==> config.mk <==
export PLATFORM = sky130hd
export DESIGN_NAME = upsp
export DESIGN_NICKNAME = d
export VERILOG_FILES = /design/src/rtl/upsp.sv
export SDC_FILE = /design/constraint.sdc
export NUM_CORES = 2
export LEC_CHECK = 0
export CAP_MARGIN = 5
export CORE_ASPECT_RATIO = 0.8
export CORE_MARGIN = 5
export CORE_UTILIZATION = 50
export DETAILED_ROUTE_END_ITERATION = 6
export PLACE_DENSITY = 0.7
export SYNTH_ARGS = -nofsm -noshare
export SYNTH_HDL_FRONTEND = slang
export SYNTH_SLANG_ARGS = --single-unit
==> constraint.sdc <==
create_clock -name clk -period 32 [get_ports clk]
set_input_delay 4.8 -clock clk [delete_from_list [all_inputs] [get_ports clk]]
set_output_delay 4.8 -clock clk [all_outputs]
set_load 0.01 [all_outputs]
==> src/rtl/upsp.sv <==
// upsp: nearest-neighbour upsampling engine, replicates each pooled pixel over an MP x MP window.
// Build option UPSP_ZERO_FILL_EN: only each window's top-left position carries the pixel, others are 0.
module upsp #(
  parameter int DATA_SIZE = 16,
  parameter int MEM_SIZE  = 16,
  parameter int LOOP_BIT  = 8
) (
  input  logic                 clk,
  input  logic                 rst,
  input  logic                 en,
  input  logic [DATA_SIZE-1:0] R,
  input  logic [DATA_SIZE-1:0] C,
  input  logic [DATA_SIZE-1:0] M,
  input  logic [DATA_SIZE-1:0] nIR,
  input  logic [DATA_SIZE-1:0] nIC,
  input  logic [DATA_SIZE-1:0] MP,
  input  logic [DATA_SIZE-1:0] src_rd,
  output logic                 done,
  output logic [MEM_SIZE-1:0]  src_ra,
  output logic                 dst_we,
  output logic [MEM_SIZE-1:0]  dst_wa,
  output logic [DATA_SIZE-1:0] dst_wd
);

  typedef enum logic [1:0] {IDLE, RUN, DRAIN, DONE} state_e;

`ifdef UPSP_ZERO_FILL_EN
  localparam bit ZERO_FILL = 1'b1;
`else
  localparam bit ZERO_FILL = 1'b0;
`endif

  localparam logic [LOOP_BIT-1:0] L_ONE = LOOP_BIT'(1);

  state_e               state_q, state_d;
  logic [LOOP_BIT-1:0]  m_q, m_d, r_q, r_d, c_q, c_d, i_q, i_d, j_q, j_d;
  logic [1:0]           drain_q, drain_d;
  logic                 p1_valid_q, p1_valid_d, p1_first_q, p1_first_d;
  logic                 p2_valid_q, p2_valid_d, p2_first_q, p2_first_d;
  logic [MEM_SIZE-1:0]  p1_wa_q, p1_wa_d, p2_wa_q, p2_wa_d;
  logic [DATA_SIZE-1:0] hold_q, hold_d;
  logic                 done_q, done_d, dst_we_q, dst_we_d;
  logic [MEM_SIZE-1:0]  src_ra_q, src_ra_d, dst_wa_q, dst_wa_d;
  logic [DATA_SIZE-1:0] dst_wd_q, dst_wd_d;

  logic [LOOP_BIT-1:0]  m_n, r_n, c_n, p_n;
  logic                 j_last, i_last, c_last, r_last, m_last, zero_dim;
  logic [MEM_SIZE-1:0]  map_row, dst_row, dst_width, src_addr, dst_addr;

  // Loop bounds and addresses of the current loop point; all arithmetic wraps at MEM_SIZE bits.
  always_comb begin
    m_n       = M[LOOP_BIT-1:0];
    r_n       = nIR[LOOP_BIT-1:0];
    c_n       = nIC[LOOP_BIT-1:0];
    p_n       = MP[LOOP_BIT-1:0];
    j_last    = (j_q == p_n - L_ONE);
    i_last    = (i_q == p_n - L_ONE);
    c_last    = (c_q == c_n - L_ONE);
    r_last    = (r_q == r_n - L_ONE);
    m_last    = (m_q == m_n - L_ONE);
    zero_dim  = (M == '0) || (nIR == '0) || (nIC == '0) || (MP == '0);
    map_row   = MEM_SIZE'(m_q) * MEM_SIZE'(nIR) + MEM_SIZE'(r_q);
    dst_row   = map_row * MEM_SIZE'(MP) + MEM_SIZE'(i_q);
    dst_width = MEM_SIZE'(nIC) * MEM_SIZE'(MP);
    src_addr  = MEM_SIZE'(R) + map_row * MEM_SIZE'(nIC) + MEM_SIZE'(c_q);
    dst_addr  = MEM_SIZE'(C) + dst_row * dst_width + MEM_SIZE'(c_q) * MEM_SIZE'(MP)
              + MEM_SIZE'(j_q);
  end

  always_comb begin
    state_d    = state_q;
    m_d        = m_q;
    r_d        = r_q;
    c_d        = c_q;
    i_d        = i_q;
    j_d        = j_q;
    drain_d    = drain_q;
    done_d     = 1'b0;
    src_ra_d   = src_ra_q;
    p1_valid_d = 1'b0;
    p1_first_d = (i_q == '0) && (j_q == '0);
    p1_wa_d    = dst_addr;
    case (state_q)
      IDLE: begin
        if (en) begin
          m_d = '0;
          r_d = '0;
          c_d = '0;
          i_d = '0;
          j_d = '0;
          if (zero_dim) begin
            state_d = DONE;
            done_d  = 1'b1;
          end else begin
            state_d = RUN;
          end
        end
      end
      RUN: begin
        p1_valid_d = 1'b1;
        src_ra_d   = src_addr;
        j_d = j_last ? '0 : j_q + L_ONE;
        if (j_last) i_d = i_last ? '0 : i_q + L_ONE;
        if (j_last && i_last) c_d = c_last ? '0 : c_q + L_ONE;
        if (j_last && i_last && c_last) r_d = r_last ? '0 : r_q + L_ONE;
        if (j_last && i_last && c_last && r_last) m_d = m_last ? '0 : m_q + L_ONE;
        if (j_last && i_last && c_last && r_last && m_last) begin
          state_d = DRAIN;
          drain_d = 2'd0;
        end
      end
      DRAIN: begin
        drain_d = drain_q + 2'd1;
        if (drain_q == 2'd2) begin
          state_d = DONE;
          done_d  = 1'b1;
        end
      end
      DONE:    state_d = IDLE;
      default: state_d = IDLE;
    endcase

    // Stage 2 waits for the read data; stage 3 registers the write.
    p2_valid_d = p1_valid_q;
    p2_first_d = p1_first_q;
    p2_wa_d    = p1_wa_q;
    dst_we_d   = p2_valid_q;
    dst_wa_d   = dst_wa_q;
    dst_wd_d   = dst_wd_q;
    hold_d     = hold_q;
    if (p2_valid_q) begin
      dst_wa_d = p2_wa_q;
      if (p2_first_q) begin
        hold_d   = src_rd;
        dst_wd_d = src_rd;
      end else begin
        dst_wd_d = ZERO_FILL ? '0 : hold_q;
      end
    end
  end

  always_ff @(posedge clk or negedge rst) begin
    if (!rst) begin
      state_q    <= IDLE;
      m_q        <= '0;
      r_q        <= '0;
      c_q        <= '0;
      i_q        <= '0;
      j_q        <= '0;
      drain_q    <= '0;
      p1_valid_q <= 1'b0;
      p1_first_q <= 1'b0;
      p1_wa_q    <= '0;
      p2_valid_q <= 1'b0;
      p2_first_q <= 1'b0;
      p2_wa_q    <= '0;
      hold_q     <= '0;
      done_q     <= 1'b0;
      src_ra_q   <= '0;
      dst_we_q   <= 1'b0;
      dst_wa_q   <= '0;
      dst_wd_q   <= '0;
    end else begin
      state_q    <= state_d;
      m_q        <= m_d;
      r_q        <= r_d;
      c_q        <= c_d;
      i_q        <= i_d;
      j_q        <= j_d;
      drain_q    <= drain_d;
      p1_valid_q <= p1_valid_d;
      p1_first_q <= p1_first_d;
      p1_wa_q    <= p1_wa_d;
      p2_valid_q <= p2_valid_d;
      p2_first_q <= p2_first_d;
      p2_wa_q    <= p2_wa_d;
      hold_q     <= hold_d;
      done_q     <= done_d;
      src_ra_q   <= src_ra_d;
      dst_we_q   <= dst_we_d;
      dst_wa_q   <= dst_wa_d;
      dst_wd_q   <= dst_wd_d;
    end
  end

  assign done   = done_q;
  assign src_ra = src_ra_q;
  assign dst_we = dst_we_q;
  assign dst_wa = dst_wa_q;
  assign dst_wd = dst_wd_q;

endmodule

==> impl_metrics.tcl <==
set metrics [dict create \
    dr_total_vias 21490 \
    critPathRequiredTime_ns 32.34 \
    syn-cell-area_um2 29480 \
    slew_violations 0 \
    netlist_instances 3271 \
    cts.hold.buffers_added 0 \
    synth-seq-area-share 0.1103 \
    synth_edf_count 0 \
    hold_path_depth 0 \
    ys_ff_latch 130 \
    post_cts_buffers 0 \
    cts_root_buf "clkbuf_16" \
    wl_per_cell_um 17.60 \
    vias_per_cell 5.196 \
    hold_class "reg2reg" \
    drt_wl_total_um 72780 \
    top_layer "met4" \
    drt_first_pass_iters 5 \
    synthFlopType "dfrtp_1" \
    grt_pass1_vias 23030 \
    rr_worst_depth 55 \
    syn2layout_area_growth_pct 10.21 \
    synth_nets 4198 \
    drcViolationCount 0 \
    setup_violations 0 \
    period_minus_slack_ns 19.87 \
    die_w_um 281.5 \
    fmax_ghz 0.05032 \
    crit_top_cell "fa_1" \
    htreeDepth 4 \
    floorplan.initialDensity 0.5056 \
    clockBufferDepth 2 \
    syn_area_per_cell_um2 9.014 \
    max_slew_margin 0.3197 \
    grt_usage 0.2395 \
    finClkSkew_ns 0.03029 \
    clk_latency_ns 0.46 \
    crit_type "in2reg" \
    hold_viol 0 \
    route.met2.wl_um 32870 \
    dr_wl_met3_um 5278 \
    num_rows 79 \
    rsz0062_at_grt "no" \
    yosysWarnings 0 \
    slowest_stage "clkdlybuf4s50_1" \
    wl_met1_um 33460 \
    nets 4277 \
    core_area_um2 58320 \
    cts_resized 0 \
    cap_violations 0 \
    worstSetupStartpointType "primary input" \
    grt_max_degree 69 \
    worstPathArrival_ns 20.22 \
    drt_iter0_markers 1331 \
    hpwl_um 56100 \
    numCtsBuffers 17 \
    nFillCells 5274 \
    die_area_um2 63960 \
    end_kind "flop" \
    final-seq-area_um2 3253 \
    status "finished clean" \
    antenna_found_initial 4 \
    multi_input_area_um2 23030 \
    place.gp.congestion 0.8942 \
    io_pins 165 \
    grt_pass1_wl_um 122400 \
    synth_cell_types 69 \
    tns_ns 0 \
    tritoncts "built" \
    ant_nets 0 \
    slowest_delay_ns 0.79 \
    synth_async_sr_flop_share 1.000 \
    die_h_um 227.2 \
    final_layout_size_suffix_gt1_frac 0.04222 \
    worst_pin_slew_ns 1.013 \
    port_buffers 164 \
    grt.overflow.total 0 \
    finalCritPeriodShare 0.6211 \
    path_clk_slew_ns 0.09 \
    path_max_fanout 12 \
    clock-sinks 130 \
]
==> sequential cells by signal (all words and copies together), names as in the netlist <==
signal,cells
dst_we_d,1
dst_we,1
p2_wa_q,16
drain_q,2
i_q,8
p1_wa_q,16
done,1
c_q,8
state_q,2
r_q,8
dst_wd,16
p2_first_q,1
m_q,8
j_q,8
src_ra,16
p1_first_q,1
dst_wa,16
p1_valid_q,1
==> placed cells by master, fill, tap and decap left out, types with 10 or more instances in the layout <==
cell | synthesis | final
nor2_1 | 66 | 66
a21o_1 | 19 | 19
xnor2_1 | 188 | 187
fa_1 | 519 | 519
ha_1 | 293 | 293
dfrtp_1 | 130 | 130
nor4_1 | 12 | 12
xor2_1 | 57 | 57
o21ai_0 | 67 | 67
nor2b_1 | 32 | 32
and3_1 | 14 | 14
nand2_1 | 428 | 428
nand3_1 | 27 | 27
buf_4 | 3 | 46
nand4_1 | 10 | 10
inv_1 | 701 | 701
clkdlybuf4s50_1 | 0 | 161
a21oi_1 | 39 | 39
nor3_1 | 34 | 34
clkbuf_16 | 0 | 17
and2_1 | 289 | 289
nand2b_1 | 42 | 42
mux2_2 | 45 | 45
==> critical path, delay by kind of cell <==
kind / cells / cell delay [ns]
compound gates: 7 / 1.61
xor+xnor: 13 / 2.92
fa+ha+maj: 20 / 8.92
buf+inv: 12 / 1.39
simple gates: 4 / 0.55
==> per-stage QoR <==
| step | utilization | hold slack [ns] | area (µm²) | worst slack [ns] | cells |
|---|---|---|---|---|---|
| floorplan | - | 0.3312 | 29480 | 13.49 | 3271 |
| global route | 0.5572 | 0.3244 | 32490 | 11.13 | 4134 |
| global placement | 0.5463 | 0.3317 | 31860 | 12.06 | 4100 |
| finish | 0.5572 | 0.3234 | 32490 | 12.13 | 4135 |
| CTS | 0.5571 | 0.3241 | 32490 | 12.17 | 4132 |
| detailed placement | 0.5463 | 0.3347 | 31860 | 11.81 | 4100 |
==> Yosys cell counts (all sizes together), types with 45 or more instances <==
cell,count,share of area
inv,701,0.089
fa,519,0.35
nand2,430,0.055
ha,293,0.12
and2,289,0.061
xnor2,190,0.057
clkbuf,136,0.017
dfrtp,130,0.11
o21ai,69,0.012
nor2,67,0.0086
xor2,57,0.017
mux2,45,0.017
==> layer usage <==
metal	up-vias	GRT usage
li1	9924	-
met1	10740	0.3535
met2	736	0.3831
met3	83	0.03425
met4	0	0.04815
met5	-	0
==> area by class of cell <==
type	count	share of cell area
Antenna cell	3	0.0002310
Clock buffer	18	0.01352
Clock inverter	14	0.005853
Inverter	702	0.08109
Multi-Input combinational cell	2289	0.7087
Sequential cell	130	0.1001
Tap cell	769	0.02961
Timing Repair Buffer	210	0.06088
==> final timing paths <==
check                                          start                endpoint  slack [ns]
max in group asynchronous                        rst   p2_wa_q[14]$_DFF_PN0_       26.32
min in group asynchronous                        rst  src_ra[12]$_DFFE_PN0P_        4.34
worst max register to register    m_q[1]$_DFFE_PN0P_   p1_wa_q[15]$_DFF_PN0_       16.45
worst min register to register  p1_wa_q[8]$_DFF_PN0_    p2_wa_q[8]$_DFF_PN0_        0.32
worst max-delay path                          nIR[3]   p1_wa_q[15]$_DFF_PN0_       12.13
worst min-delay path            p1_wa_q[8]$_DFF_PN0_    p2_wa_q[8]$_DFF_PN0_        0.32
==> logic make-up after synthesis <==
logic type | after synthesis | share of synthesized area
AO/OA/AOI/OAI | 186 | 0.03921
AND/OR/NAND/NOR | 988 | 0.1668
multiplexers | 49 | 0.01854
flip-flops | 130 | 0.1103
buffers and inverters | 852 | 0.1091
XOR/XNOR | 254 | 0.07931
adder cells (fa/ha/maj) | 812 | 0.4767
Power is not shown: default switching activity piles up to over one toggle a cycle in this logic, so the estimate is an artifact.
